`src/rtl/timer_seq_pkg.sv`:
```
// Shared types and default widths for the timer sequencer.
// The state encoding is private to the sequencer; widths are defaults for instantiation.
package timer_seq_pkg;

  localparam int N_DEF  = 4;
  localparam int PW_DEF = 8;

  typedef enum logic [1:0] {
    IDLE = 2'd0,
    RUN  = 2'd1,
    DONE = 2'd2
  } state_t;

  function automatic logic is_zero_load(
    input logic [31:0] val
  );
    return (val == 32'd0);
  endfunction

endpackage

```
`src/rtl/tick_prescaler.sv`:
```
// Divides the clock into a tick every div+1 cycles while not frozen.
// clr restarts the phase so the first tick lands div+1 cycles later.
module tick_prescaler
  import timer_seq_pkg::*;
#(
  parameter int PW = PW_DEF
) (
  input  logic          clk,
  input  logic          rst,
  input  logic          clr,
  input  logic          freeze,
  input  logic [PW-1:0] div,
  output logic          tick
);

  logic [PW-1:0] pre_q;
  logic [PW-1:0] pre_d;
  logic          wrap;

  // >= keeps the phase bounded even if div shrinks under us
  assign wrap = (pre_q >= div);
  assign tick = ~clr & ~freeze & wrap;

  always_comb begin
    pre_d = pre_q;
    if (clr) begin
      pre_d = '0;
    end else if (!freeze) begin
      pre_d = wrap ? '0 : pre_q + 1'b1;
    end
  end

  always_ff @(posedge clk or posedge rst) begin
    if (rst) begin
      pre_q <= '0;
    end else begin
      pre_q <= pre_d;
    end
  end

endmodule

```
`src/rtl/timer_sequencer.sv`:
```
// Programmable down-count timer: one-shot or auto-reload, with hold and stop.
// Optional tick prescaler enabled by defining TIMER_SEQ_PRESCALE_EN.
module timer_sequencer
  import timer_seq_pkg::*;
#(
  parameter int N  = N_DEF,
  parameter int PW = PW_DEF
) (
  input  logic          clk,
  input  logic          rst,
  input  logic          start,
  input  logic          stop,
  input  logic          hold,
  input  logic          periodic,
  input  logic [N-1:0]  load_val,
`ifdef TIMER_SEQ_PRESCALE_EN
  input  logic [PW-1:0] prescale_div,
`endif
  output logic [N-1:0]  cnt,
  output logic          busy,
  output logic          tc_pulse,
  output logic          done
);

  state_t       state_q;
  state_t       state_d;
  logic [N-1:0] cnt_q;
  logic [N-1:0] cnt_d;
  logic [N-1:0] reload_q;
  logic [N-1:0] reload_d;
  logic         mode_q;
  logic         mode_d;
  logic         tc_q;
  logic         tc_d;
  logic         done_q;
  logic         done_d;
  logic         busy_q;
  logic         busy_d;
  logic         tick;
  logic         step;

`ifdef TIMER_SEQ_PRESCALE_EN
  logic [PW-1:0] div_q;
  logic [PW-1:0] div_d;

  always_comb begin
    div_d = div_q;
    if (start && !stop) begin
      div_d = prescale_div;
    end
  end

  always_ff @(posedge clk or posedge rst) begin
    if (rst) begin
      div_q <= '0;
    end else begin
      div_q <= div_d;
    end
  end

  tick_prescaler #(
    .PW (PW)
  ) u_pre (
    .clk    (clk),
    .rst    (rst),
    .clr    (start | stop),
    .freeze (hold | (state_q != RUN)),
    .div    (div_q),
    .tick   (tick)
  );
`else
  logic unused_cfg;

  // without the prescaler every cycle is a tick
  assign unused_cfg = (PW > 0);
  assign tick       = 1'b1;
`endif

  assign step = (state_q == RUN) & ~hold & tick;

  always_comb begin
    state_d  = state_q;
    cnt_d    = cnt_q;
    reload_d = reload_q;
    mode_d   = mode_q;
    tc_d     = 1'b0;
    done_d   = done_q;
    busy_d   = busy_q;
    if (stop) begin
      state_d = IDLE;
      busy_d  = 1'b0;
    end else if (start) begin
      reload_d = load_val;
      mode_d   = periodic;
      cnt_d    = load_val;
      done_d   = 1'b0;
      state_d  = RUN;
      busy_d   = 1'b1;
    end else if (step) begin
      unique case (1'b1)
        (cnt_q > N'(1)): begin
          cnt_d = cnt_q - N'(1);
        end
        (cnt_q == N'(1)): begin
          cnt_d = '0;
          tc_d  = 1'b1;
          if (!mode_q) begin
            state_d = DONE;
            done_d  = 1'b1;
            busy_d  = 1'b0;
          end
        end
        (cnt_q == '0): begin
          if (mode_q) begin
            cnt_d = reload_q;
            tc_d  = (reload_q == '0);
          end else begin
            tc_d    = 1'b1;
            state_d = DONE;
            done_d  = 1'b1;
            busy_d  = 1'b0;
          end
        end
      endcase
    end
  end

  always_ff @(posedge clk or posedge rst) begin
    if (rst) begin
      state_q  <= IDLE;
      cnt_q    <= '0;
      reload_q <= '0;
      mode_q   <= 1'b0;
      tc_q     <= 1'b0;
      done_q   <= 1'b0;
      busy_q   <= 1'b0;
    end else begin
      state_q  <= state_d;
      cnt_q    <= cnt_d;
      reload_q <= reload_d;
      mode_q   <= mode_d;
      tc_q     <= tc_d;
      done_q   <= done_d;
      busy_q   <= busy_d;
    end
  end

  assign cnt      = cnt_q;
  assign busy     = busy_q;
  assign tc_pulse = tc_q;
  assign done     = done_q;

endmodule
```
`config.mk`:
```
export PLATFORM = sky130hd
export DESIGN_NAME = timer_sequencer
export DESIGN_NICKNAME = d
export VERILOG_FILES = /design/src/rtl/timer_seq_pkg.sv /design/src/rtl/tick_prescaler.sv /design/src/rtl/timer_sequencer.sv
export SDC_FILE = /design/constraint.sdc
export NUM_CORES = 1
export LEC_CHECK = 0
export CAP_MARGIN = 0
export CORE_MARGIN = 8
export CORE_UTILIZATION = 47
export CTS_BUF_LIST = sky130_fd_sc_hd__clkbuf_8 sky130_fd_sc_hd__clkbuf_16
export DETAILED_ROUTE_END_ITERATION = 8
export PLACE_DENSITY = 0.74
export SYNTH_ARGS = -nofsm -noshare
export SYNTH_HDL_FRONTEND = slang
export SYNTH_SLANG_ARGS = --single-unit
```
`constraint.sdc`:
```
create_clock -name clk -period 1.95 [get_ports clk]
set_input_delay 0.2925 -clock clk [delete_from_list [all_inputs] [get_ports clk]]
set_output_delay 0.2925 -clock clk [all_outputs]
set_load 0.05 [all_outputs]
```
# After elaboration in Yosys (flattened, before gate mapping)
# Index checks and enable logic that the tools add are counted.
# word_totals
out_inout_bits,7
regBits,14
inputBits,10
# op_classes
n_lt_le_gt_ge,1
n_reduce_logical,11
n_addsub,1
bitwise_logic,3
muxes,23
eq_ne,5
# ops
operator,n
1-bit two-way mux,13
4-bit two-way mux,3
4-bit one-hot mux with 3 select lines,1
2-bit two-way mux,5
4-bit logical NOT,2
3-bit != test (second input constant),2
3-bit AND reduction,2
3-bit nonzero test,2
4-bit by 1-bit equality test with 1-bit output (second input constant),1
4-bit by 1-bit > comparator with 1-bit output (second input constant),1
4-bit AND reduction,1
2-bit nonzero test,2
4-bit by 1-bit subtractor with 4-bit output (second input constant),1
2-bit by 1-bit equality test with 1-bit output (second input constant),1
2-bit != test (second input constant),1
1-bit inverter,2
1-bit one-hot mux with 2 select lines,1
2-bit AND reduction,1
2-bit OR reduction,1
1-bit bitwise AND,1

# Logic depth before layout (Yosys ltp)
# logic_depth
word_depth,6
depth_mapped,7
mapped_depth_nobuf,6

# Worst setup path before layout
# OpenSTA, ideal clock, no wires.
# synth_path
kind,register to register
from,"register cnt_q[1], in the netlist cnt[1]"
to,"register cnt_q[0], in the netlist cnt[0]"
n_path_buf,1
period_less_slack_ns,2.008
arrival_ns,1.887
setup_slack_ns,-0.058
path_stages_with_launch,8
setup_ns,0.121
path_cell_list,dfrtp_1 > inv_1 > ha_1 > buf_4 > or4b_4 > o22ai_4 > a21oi_1 > a22o_1
# synth_via
elab_chain_cells,4
elab_cells_between_ends,8
cone_classes,1 x order compare; 2 x eq/ne; 3 x mux; 2 x reduce/logical
# synth_lines
item,line_no,rtl
start: declaration,timer_sequencer.sv:27,logic [N-1:0] cnt_q;
start signal: assignment,timer_sequencer.sv:139,cnt_q <= cnt_d;
"4-bit by 1-bit > comparator with 1-bit output, or another cell as far along",timer_sequencer.sv:101,(cnt_q > N'(1)): begin
4-bit one-hot mux with 3 select lines,timer_sequencer.sv:100,unique case (1'b1)
4-bit two-way mux,timer_sequencer.sv:99,end else if (step) begin
4-bit two-way mux,timer_sequencer.sv:92,end else if (start) begin
# Parallel ways exist; a longest one is shown, timed or not. The select of a mux whose other input is x is not followed.
# A chain may end at the register's enable or synchronous reset.

# Final worst setup path
# layout_path
from,"register cnt_q[3], in the netlist cnt[3]"
to,output port cnt[3]
# layout_rtl
item,line_no,rtl
end: declaration,timer_sequencer.sv:19,"output logic [N-1:0] cnt,"
# No word-level cell between the ends.

==> summary.md <==
| Metric | Value |
|---|---|
| P&R area growth vs syn | 32.94% |
| # setup viols final | 0 |
| Filler cells | 122 |
| DR WL/cell | 16.83 µm |
| Post-synthesis async set-or-reset flop share | 100.0% |
| Grt ovf | 0 |
| Setup Buffers After CTS | 0 |
| Headroom to the max-slew limit | 66.34% |
| Final hold viol count | 0 |
| CP Max Fanout | 7 |
| GPL Wtd Cong | 0.8286 |
| Vias per cell | 6.000 |
| Worst Skew | 0.002463 ns |
| Worst skew pair latency | 0.25 ns |
| Full die area | 3080 µm² |
| Layout cells sized above 1 | 18.68% |
| Largest stage delay on the critical path | 0.85 ns |
| Area of the core | 1489 µm² |
| Routed WL | 1801 µm |
| Peak supply drop | 0.6949 mV |
| CTS Root Buffer Type | clkbuf_8 |
| Via count | 642 |
| CTS buffer count | 3 |
| Yosys cell types | 25 |
| Setup TNS | 0 ns |
| Starting Density | 49.24% |
| Largest net degree at the start of global routing | 14 |
| Final period utilization | 95.58% |
| Seq/Total Area, Yosys | 44.37% |
| Register bit total from synthesis | 13 |
| Fin crit period | 1.864 ns |
| Vias in the first global route | 641 |
| Multi-input combinational cell area | 361.6 µm² |
| Final Core Density | 65.46% |
| Clock-pin slew on the worst setup and hold paths | 0.06 ns |
| Ys flop type | dfrtp_1 |
| Die Ht | 55.50 µm |
| Initial antenna violation count | 0 |
| HPWL after detailed placement | 1266 µm |
| # clock sinks | 13 |
| Routed Antenna Nets | 0 |
| Fin. max-slew vios | 0 |
| Leakage | 0.0004160 µW |
| DRC | 0 |
| CP arrival | 1.57 ns |
| MaxCap Viol Count | 0 |
| Pwr Density | 1124 nW/µm² |
| Top cells by area, synth | dfrtp_1 44%, mux2_2 7.7%, a21oi_1 4.8%, inv_1 4.1%, a22o_1 3.6% |
| Htree depth | 1 |
| Ant. Diodes | 0 |
| CTS tree | done |
| Status | finished clean |
| First-pass GRT wire length | 2973 µm |
| Critical-path cell list | clkdlybuf4s50_1 |
| Nets@finish | 104 |
| Critical path data required time | 1.66 ns |
| Most frequent cell after synthesis | dfrtp_1 |
| Top cells by count, synth | 13 x dfrtp_1, 8 x inv_1, 7 x a21oi_1, 5 x mux2_2, 5 x o21ai_0 |
| Critical path type | reg2out |
| I/O pins | 17 |
| RSZ-0062 raised after global routing | no |
| Critical path's slowest cell | clkdlybuf4s50_1 |
| First-pass detailed-route iteration total | 4 |
| Die X | 55.50 µm |
| Critical Path Start Type | register |
| Sequential cell area | 327.8 µm² |
| # resized after CTS | 0 |
| Yosys warns | 0 |
| Bufs on Longest Clock Path | 2 |
| Mapped Nets | 82 |
| Synthesized area per cell | 10.47 µm² |
| Initial drt markers | 24 |
| Buffers on Ports | 16 |
| Cts hold-fix bufs | 0 |
| GRT Total Usage | 11.75% |
| Crit path max-delay family | buffers and inverters |
| Mapped Area | 733.2 µm² |
| Site Rows | 14 |
| Post-synth EDFFs | 0 |
| Yosys top cell by area | dfrtp_1 |
| CP bufs+invs | 1 |
| Yosys top cell area share | 44.37% |
| Hold WC Path Type | in2async |
| F_max | 536.6 MHz |
| Mapped Cells | 70 |
| Worst-Margin Slew | 0.5034 ns |
| Worst setup EP type | output port |
power breakdown:
part / internal [µW] / leakage [µW] / switching, µW
clock: 140 / 0.0000269 / 110
sequential: 319 / 0.000160 / 71.5
combinational: 194 / 0.000229 / 262
total: 653 / 0.000416 / 443
cell type report:
class | count | area share (%)
Clock inverter | 1 | 0.3851
Inverter | 8 | 3.081
Clock buffer | 3 | 4.236
Timing Repair Buffer | 20 | 19.51
Multi-Input combinational cell | 46 | 37.10
Tap cell | 16 | 2.054
Sequential cell | 13 | 33.63
kinds of logic (layout without fill, tap and decap cells):
| group | after synthesis | after routing | synth area share [%] |
|---|---|---|---|
| compound gates | 26 | 26 | 24.91 |
| fa+ha+maj | 2 | 2 | 3.412 |
| buf+inv | 11 | 32 | 6.313 |
| flops | 13 | 13 | 44.37 |
| mux | 5 | 5 | 7.679 |
| simple gates | 13 | 13 | 13.31 |
placed cells by master, fill, tap and decap left out:
cell and count:
clkdlybuf4s50_1 16, dfrtp_1 11, inv_1 9, a21oi_1 7
o21ai_0 5, mux2_2 5, nor2_1 4, buf_4 4
a31oi_1 3, a22o_1 3, nor4b_1 3, clkbuf_8 3
o21a_1 2, o41ai_1 2, ha_1 2, dfrtp_2 2
nor4b_2 1, nor2b_1 1, or4b_4 1, o22ai_4 1
nor4_1 1, o2111a_1 1, o21ai_1 1, or4b_1 1
nor3_1 1, o22a_1 1
layer usage:
layer	wire length, µm	global-route usage (%)
met1	806	13.57
met2	861	18.59
met3	92	3.881
met4	40	6.338
met5	0	0
registers in the layout, indices dropped and copies added (netlist names):
signal / count
cnt: 4
done: 1
mode_q: 1
reload_q: 4
state_q: 2
tc_pulse: 1
per-stage QoR:
step,hold WS [ns],worst slack (ns),power [µW],cells,instance area [µm²]
2_1_floorplan,0.1693,0.04449,683.7,70,735.7
3_3_place_gp,0.4882,0.1322,837.5,103,929.6
3_5_place_dp,0.4920,0.1224,842.5,103,929.6
4_1_cts,0.3903,0.09704,1085,107,974.7
5_1_grt,0.4333,0.05846,1145,107,974.7
6_report,0.3638,0.08627,1096,107,974.7
worst paths after layout:
check | to | cells past startpoint | start | slack (ns)
max in group asynchronous | cnt[0] | 2 | rst | 1.22
worst max-delay path | cnt[3] | 1 | cnt[3] | 0.09
worst max register to register | cnt[0] | 6 | cnt[0] | 0.14
worst min register to register | done | 1 | done | 0.50
worst min-delay path | tc_pulse | 2 | rst | 0.36
min in group clk | done | 1 | done | 0.50
worst reg2reg max path, stage by stage, from the launching register on:
cell	delay [ns]
dfrtp_2	0.46
inv_1	0.08
ha_1	0.17
or4b_4	0.48
o22ai_4	0.22
a21oi_1	0.09
a22o_1	0.21
No activity file was read; power rests on OpenSTA's default activity.
